### src/rtl/core_pkg.sv
// Shared fetch-path widths and the packet carried from the instruction BRAM to decode.
package core_pkg;
  localparam int ADDR_W  = 27;
  localparam int INSTR_W = 32;

  typedef struct packed {
    logic [ADDR_W-1:0]  pc;
    logic [INSTR_W-1:0] instr;
  } fetch_pkt_t;

  function automatic logic [ADDR_W-3:0] word_addr(input logic [ADDR_W-1:0] byte_addr);
    return byte_addr[ADDR_W-1:2];
  endfunction
endpackage

### src/rtl/fetch_fifo.sv
// Small synchronous FIFO of fetch packets with flush; head is read straight from storage registers.
module fetch_fifo
  import core_pkg::*;
#(
  parameter int DEPTH = 2,
  localparam int CW = $clog2(DEPTH + 1),
  localparam int PW = (DEPTH > 1) ? $clog2(DEPTH) : 1
) (
  input  logic          clk,
  input  logic          rst,
  input  logic          flush,
  input  logic          push,
  input  fetch_pkt_t    push_pkt,
  input  logic          pop,
  output logic          valid,
  output fetch_pkt_t    head,
  output logic [CW-1:0] count
);

  fetch_pkt_t    mem [DEPTH];
  logic [PW-1:0] wr_ptr;
  logic [PW-1:0] rd_ptr;
  logic [CW-1:0] cnt;
  logic          full;
  logic          do_push;
  logic          do_pop;

  function automatic logic [PW-1:0] ptr_inc(input logic [PW-1:0] p);
    if (p == PW'(DEPTH - 1)) return '0;
    return p + 1'b1;
  endfunction

  assign full    = (cnt == CW'(DEPTH));
  assign valid   = (cnt != '0);
  assign do_pop  = pop & valid;
  assign do_push = push & (!full | do_pop);
  assign count   = cnt;

  always_ff @(posedge clk) begin
    if (rst || flush) begin
      wr_ptr <= '0;
      rd_ptr <= '0;
      cnt    <= '0;
    end else begin
      if (do_push) wr_ptr <= ptr_inc(wr_ptr);
      if (do_pop)  rd_ptr <= ptr_inc(rd_ptr);
      cnt <= cnt + CW'(do_push) - CW'(do_pop);
    end
  end

  always_ff @(posedge clk) begin
    if (do_push) mem[wr_ptr] <= push_pkt;
  end

  // Storage is not cleared on reset, so the head is masked to zero while empty.
  assign head = valid ? mem[rd_ptr] : '0;

  assert property (@(posedge clk) disable iff (rst || flush) !(push && full && !pop));

endmodule

### src/rtl/fetch_stage.sv
// Instruction fetch: credit-based BRAM issue, one in-flight read, fetch buffer to decode, redirect flush.
module fetch_stage
  import core_pkg::*;
#(
  parameter int ADDR_W     = core_pkg::ADDR_W,
  parameter int INSTR_W    = core_pkg::INSTR_W,
  parameter int FIFO_DEPTH = 2
) (
  input  logic               clk,
  input  logic               rst,
  input  logic [ADDR_W-1:0]  pc,
  output logic [ADDR_W-1:0]  npc,
  output logic               npc_enn,
  output logic               n_stall,
  output logic               imem_en,
  output logic [ADDR_W-3:0]  imem_addr,
  input  logic [INSTR_W-1:0] imem_rdata,
  input  logic               redirect_vld,
  input  logic [ADDR_W-1:0]  redirect_pc,
  output logic               if_valid,
  input  logic               if_ready,
  output logic [INSTR_W-1:0] if_instr,
  output logic [ADDR_W-1:0]  if_pc
);

  localparam int CW = $clog2(FIFO_DEPTH + 1);

  logic              inflight_vld_p1;
  logic              inflight_kill_p1;
  logic [ADDR_W-1:0] inflight_pc_p1;

  logic              deq;
  logic              issue;
  logic              push;
  logic [CW:0]       occupancy;
  logic [CW-1:0]     fifo_count;
  logic              fifo_valid;
  fetch_pkt_t        push_pkt;
  fetch_pkt_t        head_pkt;

  assign deq  = fifo_valid & if_ready;
  assign push = inflight_vld_p1 & ~inflight_kill_p1;

  // Credits: entries that will still be buffered after this cycle, counting the word returning now.
  assign occupancy = {1'b0, fifo_count} + (CW+1)'(push) - (CW+1)'(deq);
  assign issue     = ~rst & ~redirect_vld & (occupancy < (CW+1)'(FIFO_DEPTH));

  assign imem_en   = issue;
  assign imem_addr = pc[ADDR_W-1:2];
  assign n_stall   = ~rst & (issue | redirect_vld);
  assign npc_enn   = ~rst & redirect_vld;
  assign npc       = npc_enn ? redirect_pc : '0;

  // p0 -> p1: BRAM read outstanding; kill drops a response that crosses a redirect.
  always_ff @(posedge clk) begin
    if (rst) begin
      inflight_vld_p1  <= 1'b0;
      inflight_kill_p1 <= 1'b0;
    end else begin
      inflight_vld_p1  <= issue;
      inflight_kill_p1 <= redirect_vld;
    end
  end

  always_ff @(posedge clk) begin
    if (issue) inflight_pc_p1 <= pc;
  end

  assign push_pkt = '{pc: inflight_pc_p1, instr: imem_rdata};

  // p1 -> p2: returned word buffered; flush on redirect outranks push and pop.
  fetch_fifo #(
    .DEPTH (FIFO_DEPTH)
  ) u_fifo (
    .clk      (clk),
    .rst      (rst),
    .flush    (redirect_vld),
    .push     (push),
    .push_pkt (push_pkt),
    .pop      (deq),
    .valid    (fifo_valid),
    .head     (head_pkt),
    .count    (fifo_count)
  );

  assign if_valid = fifo_valid;
  assign if_instr = head_pkt.instr;
  assign if_pc    = head_pkt.pc;

endmodule
### config.mk
export PLATFORM = sky130hd
export DESIGN_NAME = fetch_stage
export DESIGN_NICKNAME = d
export VERILOG_FILES = /design/src/rtl/core_pkg.sv /design/src/rtl/fetch_fifo.sv /design/src/rtl/fetch_stage.sv
export SDC_FILE = /design/constraint.sdc
export NUM_CORES = 1
export LEC_CHECK = 0
export ABC_AREA = 1
export CAP_MARGIN = 20
export CORE_MARGIN = 1.5
export CORE_UTILIZATION = 46
export CTS_CLUSTER_DIAMETER = 100
export CTS_CLUSTER_SIZE = 16
export DETAILED_ROUTE_END_ITERATION = 7
export GPL_TIMING_DRIVEN = 0
export HOLD_SLACK_MARGIN = 0.05
export PLACE_DENSITY = 0.81
export RECOVER_POWER = 50
export SETUP_SLACK_MARGIN = 0.5
export SYNTH_ARGS = -nofsm -noshare
export SYNTH_HDL_FRONTEND = slang
export SYNTH_SLANG_ARGS = --single-unit
export TNS_END_PERCENT = 20
### constraint.sdc
create_clock -name clk -period 5.04 [get_ports clk]
set_clock_uncertainty 0.2 [all_clocks]
set_input_delay 1.008 -clock clk [delete_from_list [all_inputs] [get_ports clk]]
set_output_delay 1.008 -clock clk [all_outputs]
set_load 0.02 [all_outputs]
==> results of run 1 <==
==> critical path, delay by kind of cell <==
kind          cells  cell delay (ns)
buf+inv           4             1.07
fa+ha+maj         2             0.66
xor+xnor          1             0.19
simple gates      4             0.54
==> flip-flops by register name, summed over array words and instances (netlist names), named ones only <==
signal	flops
u_fifo.mem	118
u_fifo.count	2
inflight_pc_p1	27
inflight_vld_p1	1
inflight_kill_p1	1
u_fifo.rd_ptr	1
u_fifo.wr_ptr	1
==> final cells by class <==
| type | count | share of cell area |
|---|---|---|
| repair buffers | 210 | 0.233 |
| multi-input cells | 234 | 0.119 |
| well taps | 172 | 0.0239 |
| clock buffers | 17 | 0.0473 |
| inverters | 41 | 0.0181 |
| repair inverters | 1 | 0.000556 |
| diodes | 2 | 0.000556 |
| flip-flops and latches | 152 | 0.499 |
| plain buffers | 46 | 0.0377 |
| clock inverters | 15 | 0.0204 |
==> routing by layer <==
metal	vias up	share of wire	track usage
met5	-	0	0
met4	0	0.024	0.110
met3	28	0.063	0.0610
met2	164	0.53	0.373
met1	1999	0.38	0.233
li1	2035	-	-
==> worst max path at each step <==
stage          slack (ns)                          end  startpoint
6_report             0.36                      n_stall    if_ready
5_1_grt              0.22                      n_stall    if_ready
4_1_cts              0.49                      imem_en    if_ready
3_5_place_dp        -0.69                      imem_en    if_ready
3_3_place_gp        -1.08  u_fifo.mem[0][43]$_DFFE_PP_    if_ready
2_1_floorplan        0.70   u_fifo.mem[0][0]$_DFFE_PP_    if_ready
==> layout by cell type, fill, tap and decap left out <==
cell	count
xnor2_2	1
ha_1	3
dlymetal6s4s_1	1
clkinvlp_4	6
buf_12	1
nand2_1	125
fa_2	1
nor2_2	3
clkinv_2	3
xnor2_1	1
buf_6	7
a21oi_1	53
clkbuf_16	17
dlygate4sd2_1	1
diode_2	2
nand3_2	1
nor2_1	35
clkinvlp_2	1
buf_2	14
clkinv_1	3
buf_4	30
clkdlybuf4s50_1	141
edfxtp_1	145
bufinv_16	4
a21oi_2	7
inv_2	1
nor3b_1	1
nor2_4	1
inv_1	38
inv_6	1
dfxtp_1	7
dlygate4sd3_1	61
nand3_1	1
nor3_1	1
==> power breakdown <==
group          switching (mW)  total, mW  internal (mW)  leakage [nW]
clock                   0.468       1.29          0.819         0.283
sequential             0.0148       1.46           1.44          1.38
combinational           0.178      0.345          0.167          1.72
total                   0.661       3.09           2.43          3.39
==> logic make-up after synthesis <==
logic type | after synthesis
AOI/OAI and AO/OA | 60
xor gates and xnor gates | 2
adders and majority gates | 4
buffers and inverters | 87
DFF | 152
and+or+nand+nor | 168
==> what timing repair did <==
action / CTS / global route
setup buffers: 3 / 1
pin swaps: 1 / 2
gates cloned: 1 / 0
endpoints found under the hold margin: 0 / 0
setup endpoints to repair: 2 / 2
resized for setup: 6 / 4
==> impl_metrics.py, run 1 <==
metrics = {
    "placed_design": {
        "postPlaceCellArea_mm2": 0.00835,
        "place_ws_ns": -0.694,
        "dp_cells": 851,
        "place_congestion": 0.754,
        "hpwl_mm": 9.69,
        "port_buffers": 204,
    },
    "sta": {
        "min_period_ns": 4.68,
        "min_period_over_period": 0.929,
        "finalSetupViolCount": 0,
        "slew_headroom": -0.595,
        "finalWorstSetupSlack_ns": 0.360,
        "finalMaxSlewViolations": 61,
        "worstMarginPinSlew_ns": 2.38,
        "setup-tns-final_ns": 0,
        "rsz0062_at_grt": "true",
        "finalHoldViolCount": 0,
        "fmax_ghz": 0.214,
        "timing.hold.ws_ns": 0.242,
    },
    "hold_path": {
        "min_from": "inflight_pc_p1[5]$_DFFE_PP_",
        "worstHoldEndpoint": "u_fifo.mem[0][37]$_DFFE_PP_",
        "hold_depth": 0,
        "hold_class": "register to register",
    },
    "route": {
        "wl_per_cell_um": 16.0,
        "firstDrtPassIters": 4,
        "drt_iter0_drc": 221,
        "drc": 0,
        "vias": 4226,
        "ant_nets": 0,
        "routed_wl_mm": 14.3,
        "vias_per_cell": 4.75,
    },
    "flow_run": {
        "maxCapViolations": 2,
    },
    "logic_synthesis": {
        "synth_edf_count": 145,
        "async_reset_ff_frac": 0,
        "synthAdderAreaFrac": 0.00951,
        "synth_top_area_share": 0.720,
        "muxShareOfSynthArea": 0,
        "synth_compound_area_frac": 0.0540,
        "yosysTopAreaCell": "edfxtp_1",
        "synth_warnings": 0,
        "yosysSeqAreaShare": 0.743,
        "yosysMostFrequentCell": "edfxtp_1",
        "synth-simple-area-share": 0.108,
        "synth_area_leaders": "edfxtp_1 72%, nand2_1 7.8%, a21oi_1 4.4%",
        "synth_area_mm2": 0.00605,
        "synth-xor-area-share": 0.00290,
        "avgSynthCellArea_um2": 12.8,
        "synth_top_family_by_area": "simple AND/OR/NAND/NOR gates",
        "yosysUniqueCellTypes": 20,
        "syn_nets": 567,
        "ys.flop_type": "edfxtp_1",
        "ys_seq_elements": 152,
        "synthTopCellsByCount": "145 x edfxtp_1, 125 x nand2_1, 53 x a21oi_1",
        "netlist_instances": 473,
    },
    "clock_network": {
        "root_buffer": "clkbuf_16",
        "worstSkewPairLatency_ns": 0.41,
        "postCtsHoldBufs": 0,
        "cts.sinks": 152,
        "cts_buffer_depth": 2,
        "cts_tree": "yes",
        "cts_made_buffers": 17,
        "path_clk_slew_ns": 0.06,
        "ctsHtreeMaxLevel": 4,
    },
    "floorplanning": {
        "coreArea_mm2": 0.0127,
        "row_count": 41,
        "start_util": 0.476,
        "die_area_mm2": 0.0138,
        "dieWidth_um": 118,
        "ios": 205,
        "die_h_um": 118,
    },
    "worst_setup_path": {
        "rr_endpoint": "u_fifo.mem[1][50]$_DFFE_PP_",
        "cpPeakStageDelay_ns": 0.58,
        "crit_fanout": 4,
        "crit_type": "input port to primary output",
        "reg2reg_depth": 5,
        "cp.arrival_ns": 3.47,
        "slowest_stage": "dlygate4sd3_1",
        "timing.rr.start": "inflight_vld_p1$_SDFF_PP0_",
        "r2r_slack_ns": 1.59,
        "end_kind": "primary output",
        "required_ns": 3.83,
        "cp_cell_sequence": "dlygate4sd3_1 > inv_1 > nor2_1 > ha_1 > inv_1 > nand2_1 > fa_2 > xnor2_2 > nand3_2 > nand2_1 > dlygate4sd2_1",
        "cp-start-kind": "input port",
    },
    "grt": {
        "grt-ovfl-total": 0,
        "grt_pass1_wl_mm": 22.2,
        "antenna_found_initial": 2,
        "grt_pass1_vias": 4346,
        "grt_usage": 0.212,
        "grt_max_degree": 33,
    },
    "layout": {
        "nets": 797,
        "stdcell_count": 890,
        "multiInputGateArea_mm2": 0.00107,
        "area_growth_pct": 48.7,
        "seqCellArea_mm2": 0.00449,
        "final_core_util": 0.707,
        "num-fill-cells": 887,
        "design_area_mm2": 0.00900,
        "drive_gt1_frac": 0.138,
    },
    "power": {
        "p_leak_nw": 3.39,
        "powerDensity_mw_per_mm2": 343,
        "ir_worst_vdd_mv": 0.284,
        "finalPower_mw": 3.09,
    },
    "outcome": {
        "status": "finished with violations",
        "violations": "max-capacitance violations, max-slew violations",
    },
}
No activity file was read; power rests on OpenSTA's default activity.
==> run 2, diff against run 1 <==
--- a/config.mk
+++ b/config.mk
@@ -6,14 +6,13 @@
 export NUM_CORES = 1
 export LEC_CHECK = 0
 export ABC_AREA = 1
-export CAP_MARGIN = 20
+export CAP_MARGIN = 0
 export CORE_MARGIN = 1.5
 export CORE_UTILIZATION = 46
 export CTS_CLUSTER_DIAMETER = 100
 export CTS_CLUSTER_SIZE = 16
 export DETAILED_ROUTE_END_ITERATION = 7
 export GPL_TIMING_DRIVEN = 0
-export HOLD_SLACK_MARGIN = 0.05
 export PLACE_DENSITY = 0.81
 export RECOVER_POWER = 50
 export SETUP_SLACK_MARGIN = 0.5
==> run 2 against run 1 <==
  * The flow still finishes with violations (max-capacitance violations, max-slew violations)
  * Power shrank 2.2%
  * Die area unchanged
  * Count of clock-buffer cells in the layout unchanged
  * Hold slack better by 0.0012 ns
  * Wire length is 0.73% lower
  * Maximum frequency is 1.0% higher
  * Final cell count up 0.11%
  * Via count decreased by 0.33%
  * Non-clock buffer count up 1
==> impl_metrics.py, run 2 (synthesis gave the netlist of run 1 again) <==
metrics = {
    "route": {
        "routed.top_layer": "met4",
        "vias_per_cell": 4.73,
        "ant_nets": 0,
        "firstDrtPassIters": 4,
        "vias": 4212,
        "drt_iter0_drc": 205,
        "wl_met3_um": 777,
        "wl_per_cell_um": 15.9,
        "routed_wl_mm": 14.2,
        "drc": 0,
        "routed-wl-met2_mm": 7.31,
        "wl_met1_mm": 5.66,
    },
    "worst_setup_path": {
        "cpLargestDelayFamily": "buffers and inverters",
        "cpPeakStageDelay_ns": 0.57,
        "slowest_stage": "dlygate4sd3_1",
        "crit_type": "input port to primary output",
        "crit_fanout": 4,
        "r2r_slack_ns": 1.58,
        "timing.rr.start": "u_fifo.count[1]$_SDFF_PN0_",
        "end_kind": "primary output",
        "cp_cell_sequence": "dlygate4sd3_1 > inv_1 > nor2_1 > ha_1 > inv_1 > nand2_1 > fa_2 > xnor2_2 > nand3_2 > nand2_1 > clkdlybuf4s15_1",
        "required_ns": 3.83,
        "worst-path-buf-inv": 4,
        "rr_endpoint": "inflight_pc_p1[3]$_DFFE_PP_",
        "reg2reg_depth": 11,
        "cp-start-kind": "input port",
        "cp.arrival_ns": 3.42,
    },
    "flow_run": {
        "maxCapViolations": 2,
    },
    "power": {
        "p_leak_nw": 3.38,
        "finalPower_mw": 3.02,
        "p_sw_frac": 0.226,
        "power.share.clock": 0.403,
        "comb_power_share": 0.115,
        "ir_worst_vdd_mv": 0.191,
        "switchingPower_uw": 683,
        "internal_power_mw": 2.34,
        "powerDensity_mw_per_mm2": 336,
        "p_seq_frac": 0.482,
    },
    "outcome": {
        "status": "finished with violations",
        "violations": "max-capacitance violations, max-slew violations",
    },
    "layout": {
        "design_area_mm2": 0.00898,
        "final_cell_mix": "145 x edfxtp_1, 141 x clkdlybuf4s50_1, 125 x nand2_1",
        "drive_gt1_frac": 0.144,
        "num-fill-cells": 894,
        "regMostFlops": "u_fifo.mem",
        "final_core_util": 0.706,
        "nets": 798,
        "final_common_cell": "edfxtp_1",
        "area_growth_pct": 48.4,
        "largest_reg_flops": 118,
    },
    "placed_design": {
        "port_buffers": 204,
        "postPlaceCellArea_mm2": 0.00835,
        "place_congestion": 0.754,
        "hpwl_mm": 9.65,
    },
    "sta": {
        "slew_headroom": -0.598,
        "finalHoldViolCount": 0,
        "finalMaxSlewViolations": 61,
        "timing.hold.ws_ns": 0.243,
        "fmax_ghz": 0.216,
        "rsz0062_at_grt": "true",
        "min_period_ns": 4.63,
        "finalSetupViolCount": 0,
        "setup-tns-final_ns": 0,
        "worstMarginPinSlew_ns": 2.39,
        "min_period_over_period": 0.919,
    },
    "hold_path": {
        "hold_class": "register to register",
        "hold_depth": 0,
        "min_from": "inflight_pc_p1[22]$_DFFE_PP_",
        "worstHoldEndpoint": "u_fifo.mem[1][54]$_DFFE_PP_",
    },
    "clock_network": {
        "cts.sinks": 152,
        "worstSkewPairLatency_ns": 0.41,
        "cts_tree": "yes",
        "cts_buffer_depth": 2,
        "path_clk_slew_ns": 0.06,
        "root_buffer": "clkbuf_16",
        "cts_made_buffers": 17,
        "ctsHtreeMaxLevel": 4,
    },
    "grt": {
        "grt_pass1_vias": 4307,
        "grt-ovfl-total": 0,
        "grt_usage": 0.208,
        "grt_pass1_wl_mm": 21.8,
        "grt_max_degree": 33,
        "antenna_found_initial": 2,
    },
    "floorplanning": {
        "die_area_mm2": 0.0138,
        "ios": 205,
        "die_h_um": 118,
        "row_count": 41,
        "coreArea_mm2": 0.0127,
        "dieWidth_um": 118,
        "start_util": 0.476,
    },
}
==> run 2: changes by cell type in the layout (fill, tap and decap cells not counted) <==
cell	before	now
clkinv_4	0	5
clkinv_1	3	0
dlygate4sd2_1	1	0
buf_4	30	31
bufinv_16	4	2
clkdlybuf4s15_1	0	1
==> run 2: how the worst max path moves through the flow <==
stage                     startpoint                           to  depth (start not counted)
after floorplan             if_ready   u_fifo.mem[0][0]$_DFFE_PP_                          4
after global placement      if_ready  u_fifo.mem[0][43]$_DFFE_PP_                          5
after detailed placement    if_ready                      imem_en                         11
after CTS                   if_ready                      imem_en                         11
after global routing        if_ready                      n_stall                         11
final                       if_ready                      n_stall                         11
==> run 2: power by group through the flow <==
stage                     clock [mW]  sequential, mW  combinational (mW)
after global placement             0            1.48               0.336
after CTS                       1.23            1.46               0.358
after global routing            1.28            1.46               0.370
final                           1.22            1.46               0.347
after floorplan                    0            1.48               0.155
after detailed placement           0            1.48               0.349
==> run 2: cell type report <==
cell class                 count  area [µm²]  area share
antenna                        2        5.00    0.000557
buffer                        46         339      0.0378
clock buffer                  17         425      0.0474
clock inverter                15         156      0.0174
inverter                      41         163      0.0181
multi-input combinational    234        1070       0.119
sequential                   152        4490       0.500
tap                          172         215      0.0240
timing repair buffer         211        2110       0.235
timing repair inverter         1        5.00    0.000557
==> run 2: worst reg2reg max path: stages (launching register included) <==
cell and delay (ns):
dfxtp_1 0.48, nor2_2 0.14, nor2_1 0.23, ha_1 0.29, inv_1 0.09, nand2_1 0.07
fa_2 0.37, xnor2_2 0.16, nand3_2 0.14, buf_4 0.13, buf_4 0.11, clkinvlp_2 0.58
==> run 2: what timing repair did <==
action / CTS / global route
cloned: 1 / 0
pin swaps: 1 / 2
hold buffers: 0 / 0
endpoints found under the setup margin: 2 / 2
resized for setup: 6 / 5
buffers inserted: 3 / 2
==> run 2: metal layers <==
| metal | GRT usage | vias up |
|---|---|---|
| li1 | - | 2042 |
| met1 | 0.238 | 1993 |
| met2 | 0.363 | 145 |
| met3 | 0.0562 | 32 |
| met4 | 0.0998 | 0 |
| met5 | 0 | - |
==> run 2: per-stage QoR <==
step	setup WS, ns	instances
2_1_floorplan	0.702	473
5_1_grt	0.273	890
3_5_place_dp	-0.692	851
3_3_place_gp	-1.08	849
6_report	0.408	891
4_1_cts	0.488	887
==> run 3, diff against run 2 <==
--- a/config.mk
+++ b/config.mk
@@ -5,15 +5,14 @@
 export SDC_FILE = /design/constraint.sdc
 export NUM_CORES = 1
 export LEC_CHECK = 0
-export ABC_AREA = 1
 export CAP_MARGIN = 0
 export CORE_MARGIN = 1.5
-export CORE_UTILIZATION = 46
+export CORE_UTILIZATION = 49
 export CTS_CLUSTER_DIAMETER = 100
 export CTS_CLUSTER_SIZE = 16
 export DETAILED_ROUTE_END_ITERATION = 7
 export GPL_TIMING_DRIVEN = 0
-export PLACE_DENSITY = 0.81
+export PLACE_DENSITY = 0.85
 export RECOVER_POWER = 50
 export SETUP_SLACK_MARGIN = 0.5
 export SYNTH_ARGS = -nofsm -noshare
==> constraint.sdc (replaced) <==
create_clock -name clk -period 5.47 [get_ports clk]
set_clock_uncertainty 0.2 [all_clocks]
set_input_delay 1.094 -clock clk [delete_from_list [all_inputs] [get_ports clk]]
set_output_delay 1.094 -clock clk [all_outputs]
set_load 0.02 [all_outputs]
==> run 3 against run 2 <==
  * The flow still finishes with violations (max-capacitance violations, max-slew violations)
  * Sequential share of layout area is 0.71 points higher
  * Power is 8.3% lower
  * Combinational power is 12% lower
  * Sequential power is 8% lower
  * Count of clock-buffer cells in the layout stayed put
  * Final cell count is 15% lower
  * Critical path depth stayed put
  * Largest cell class unchanged
  * Highest routed layer is now met5
==> impl_metrics.py, run 3 <==
metrics = {
    "outcome": {
        "status": "finished with violations",
        "violations": "max-capacitance violations, max-slew violations",
    },
    "power": {
        "p_leak_nw": 3.04,
        "finalPower_mw": 2.77,
        "powerDensity_mw_per_mm2": 313,
        "ir_worst_vdd_mv": 0.285,
    },
    "flow_run": {
        "maxCapViolations": 2,
    },
    "route": {
        "vias": 3720,
        "vias_per_cell": 4.90,
        "routed_wl_mm": 13.1,
        "firstDrtPassIters": 4,
        "drt_iter0_drc": 201,
        "wl_per_cell_um": 17.3,
        "ant_nets": 0,
        "drc": 0,
    },
    "worst_setup_path": {
        "cp-start-kind": "input port",
        "required_ns": 4.18,
        "end_kind": "primary output",
        "r2r_slack_ns": 1.87,
        "crit_fanout": 3,
        "crit_type": "input port to primary output",
        "cp.arrival_ns": 3.69,
    },
    "layout": {
        "num-fill-cells": 708,
        "largest_reg_flops": 118,
        "regMostFlops": "u_fifo.mem",
        "area_growth_pct": 47.9,
        "stdcell_count": 759,
        "final_common_cell": "edfxtp_1",
        "final_core_util": 0.740,
        "final_cell_mix": "145 x edfxtp_1, 141 x clkdlybuf4s50_1, 62 x nor2_1",
        "drive_gt1_frac": 0.121,
        "nets": 693,
        "multiInputGateArea_mm2": 0.00120,
        "diodes": 0,
        "seqCellArea_mm2": 0.00449,
    },
    "logic_synthesis": {
        "synth_area_mm2": 0.00599,
        "synth_top_area_share": 0.727,
        "ys.flop_type": "edfxtp_1",
        "synthTopCellsByCount": "145 x edfxtp_1, 62 x nor2_1, 60 x mux2i_1",
        "yosysMostFrequentCell": "edfxtp_1",
        "synth_warnings": 0,
        "syn_nets": 466,
        "yosysUniqueCellTypes": 24,
        "yosysTopAreaCell": "edfxtp_1",
        "ys_seq_elements": 152,
        "netlist_instances": 372,
        "async_reset_ff_frac": 0,
        "synth_edf_count": 145,
        "yosysSeqAreaShare": 0.751,
        "avgSynthCellArea_um2": 16.1,
        "synth_area_leaders": "edfxtp_1 73%, mux2i_1 10%, nor2_1 3.9%",
    },
    "grt": {
        "grt_pass1_vias": 3978,
        "met2_usage": 0.369,
        "grt-ovfl-total": 0,
        "grt_pass1_wl_mm": 20.0,
        "top_usage_layer": "met2",
        "grt_use_met1": 0.227,
        "grt_max_degree": 32,
        "use_met3": 0.0696,
        "antenna_found_initial": 1,
        "grt_usage": 0.210,
    },
    "floorplanning": {
        "dieWidth_um": 114,
        "ios": 205,
        "coreArea_mm2": 0.0120,
        "start_util": 0.501,
        "row_count": 40,
        "die_area_mm2": 0.0129,
        "die_h_um": 114,
    },
    "placed_design": {
        "place_ws_ns": -0.525,
        "hpwl_mm": 9.08,
        "port_buffers": 204,
        "place_congestion": 0.824,
        "dp_cells": 725,
    },
    "sta": {
        "rsz0062_at_grt": "false",
        "min_period_ns": 4.99,
        "fmax_ghz": 0.200,
        "finalHoldViolCount": 0,
        "timing.hold.ws_ns": 0.247,
        "finalWorstSetupSlack_ns": 0.482,
        "finalMaxSlewViolations": 58,
        "finalSetupViolCount": 0,
        "min_period_over_period": 0.912,
        "worstMarginPinSlew_ns": 2.68,
        "slew_headroom": -0.792,
    },
    "clock_network": {
        "root_buffer": "clkbuf_16",
        "worstSkewPairLatency_ns": 0.42,
        "cts.sinks": 152,
        "cts_made_buffers": 17,
        "ctsHtreeMaxLevel": 4,
        "cts_tree": "yes",
        "cts_buffer_depth": 2,
        "path_clk_slew_ns": 0.06,
        "postCtsHoldBufs": 0,
    },
    "hold_path": {
        "hold_class": "register to register",
    },
}
[run 3: cell types whose count changed after synthesis, sizes merged, moves of 3 or more]
cell	previous run	this run
nor2b	0	3
buf	46	38
mux2i	0	60
and2	0	29
nand2	125	1
nor2	39	62
a21oi	60	1
clkbuf	0	3
inv	41	6
[run 3: final cells by class]
| class | instances | area share |
|---|---|---|
| sequential | 152 | 0.508 |
| timing repair buffer | 207 | 0.236 |
| multi-input combinational | 174 | 0.135 |
| clock buffer | 17 | 0.0480 |
| buffer | 41 | 0.0325 |
| tap | 147 | 0.0208 |
| clock inverter | 15 | 0.0174 |
| inverter | 6 | 0.00254 |
[run 3: logic make-up (layout without fill, tap and decap cells)]
logic type | after synthesis | after routing | share of synthesized area
flip-flops | 152 | 152 | 0.751
AND/OR/NAND/NOR | 104 | 105 | 0.0817
multiplexers | 60 | 60 | 0.100
buffers and inverters | 47 | 286 | 0.0518
adder cells (fa/ha/maj) | 4 | 4 | 0.00961
XOR/XNOR | 3 | 3 | 0.00439
AO/OA/AOI/OAI | 2 | 2 | 0.00167
[run 3: repair_timing]
action | 4_1_cts | 5_1_grt
buffers inserted | 1 | 0
gates resized for setup | 4 | 1
pin swaps | 1 | 0
gates cloned | 1 | 0
setup endpoints to repair | 2 | 1
[run 3: where the power goes]
group,switching [mW],internal [mW],total (mW)
registers,0.0146,1.33,1.34
logic,0.150,0.154,0.304
clock network,0.455,0.670,1.13
total,0.619,2.15,2.77
[run 3: worst paths after layout]
| check | from | end | cells after the start |
|---|---|---|---|
| worst min-delay path | inflight_pc_p1[16]$_DFFE_PP_ | u_fifo.mem[1][48]$_DFFE_PP_ | 0 |
| worst max register to register | u_fifo.count[0]$_SDFF_PN0_ | u_fifo.mem[0][28]$_DFFE_PP_ | 4 |
| worst min register to register | inflight_pc_p1[16]$_DFFE_PP_ | u_fifo.mem[1][48]$_DFFE_PP_ | 0 |
| worst max-delay path | if_ready | n_stall | 11 |
[run 3: layer usage]
metal | vias to the layer above | part of all wire
met1 | 1761 | 0.38
met5 | - | 0.00092
met2 | 155 | 0.52
li1 | 1769 | -
met4 | 2 | 0.025
met3 | 33 | 0.069
[run 3: critical path: stages]
cell and delay, ns:
dlygate4sd3_1 0.57, o21ai_0 0.14, inv_1 0.08, ha_1 0.28
inv_1 0.08, nand2b_1 0.07, fa_1 0.38, xnor2_1 0.30
and3_4 0.28, or2_1 0.09, dlygate4sd2_1 0.33
[run 3: metrics by stage]
stage | cell area (µm²) | TNS, ns
after CTS | 8870 | 0
final | 8850 | 0
after floorplan | 5990 | 0
after global placement | 8210 | -66.46
after global routing | 8850 | 0
after detailed placement | 8260 | -1.05
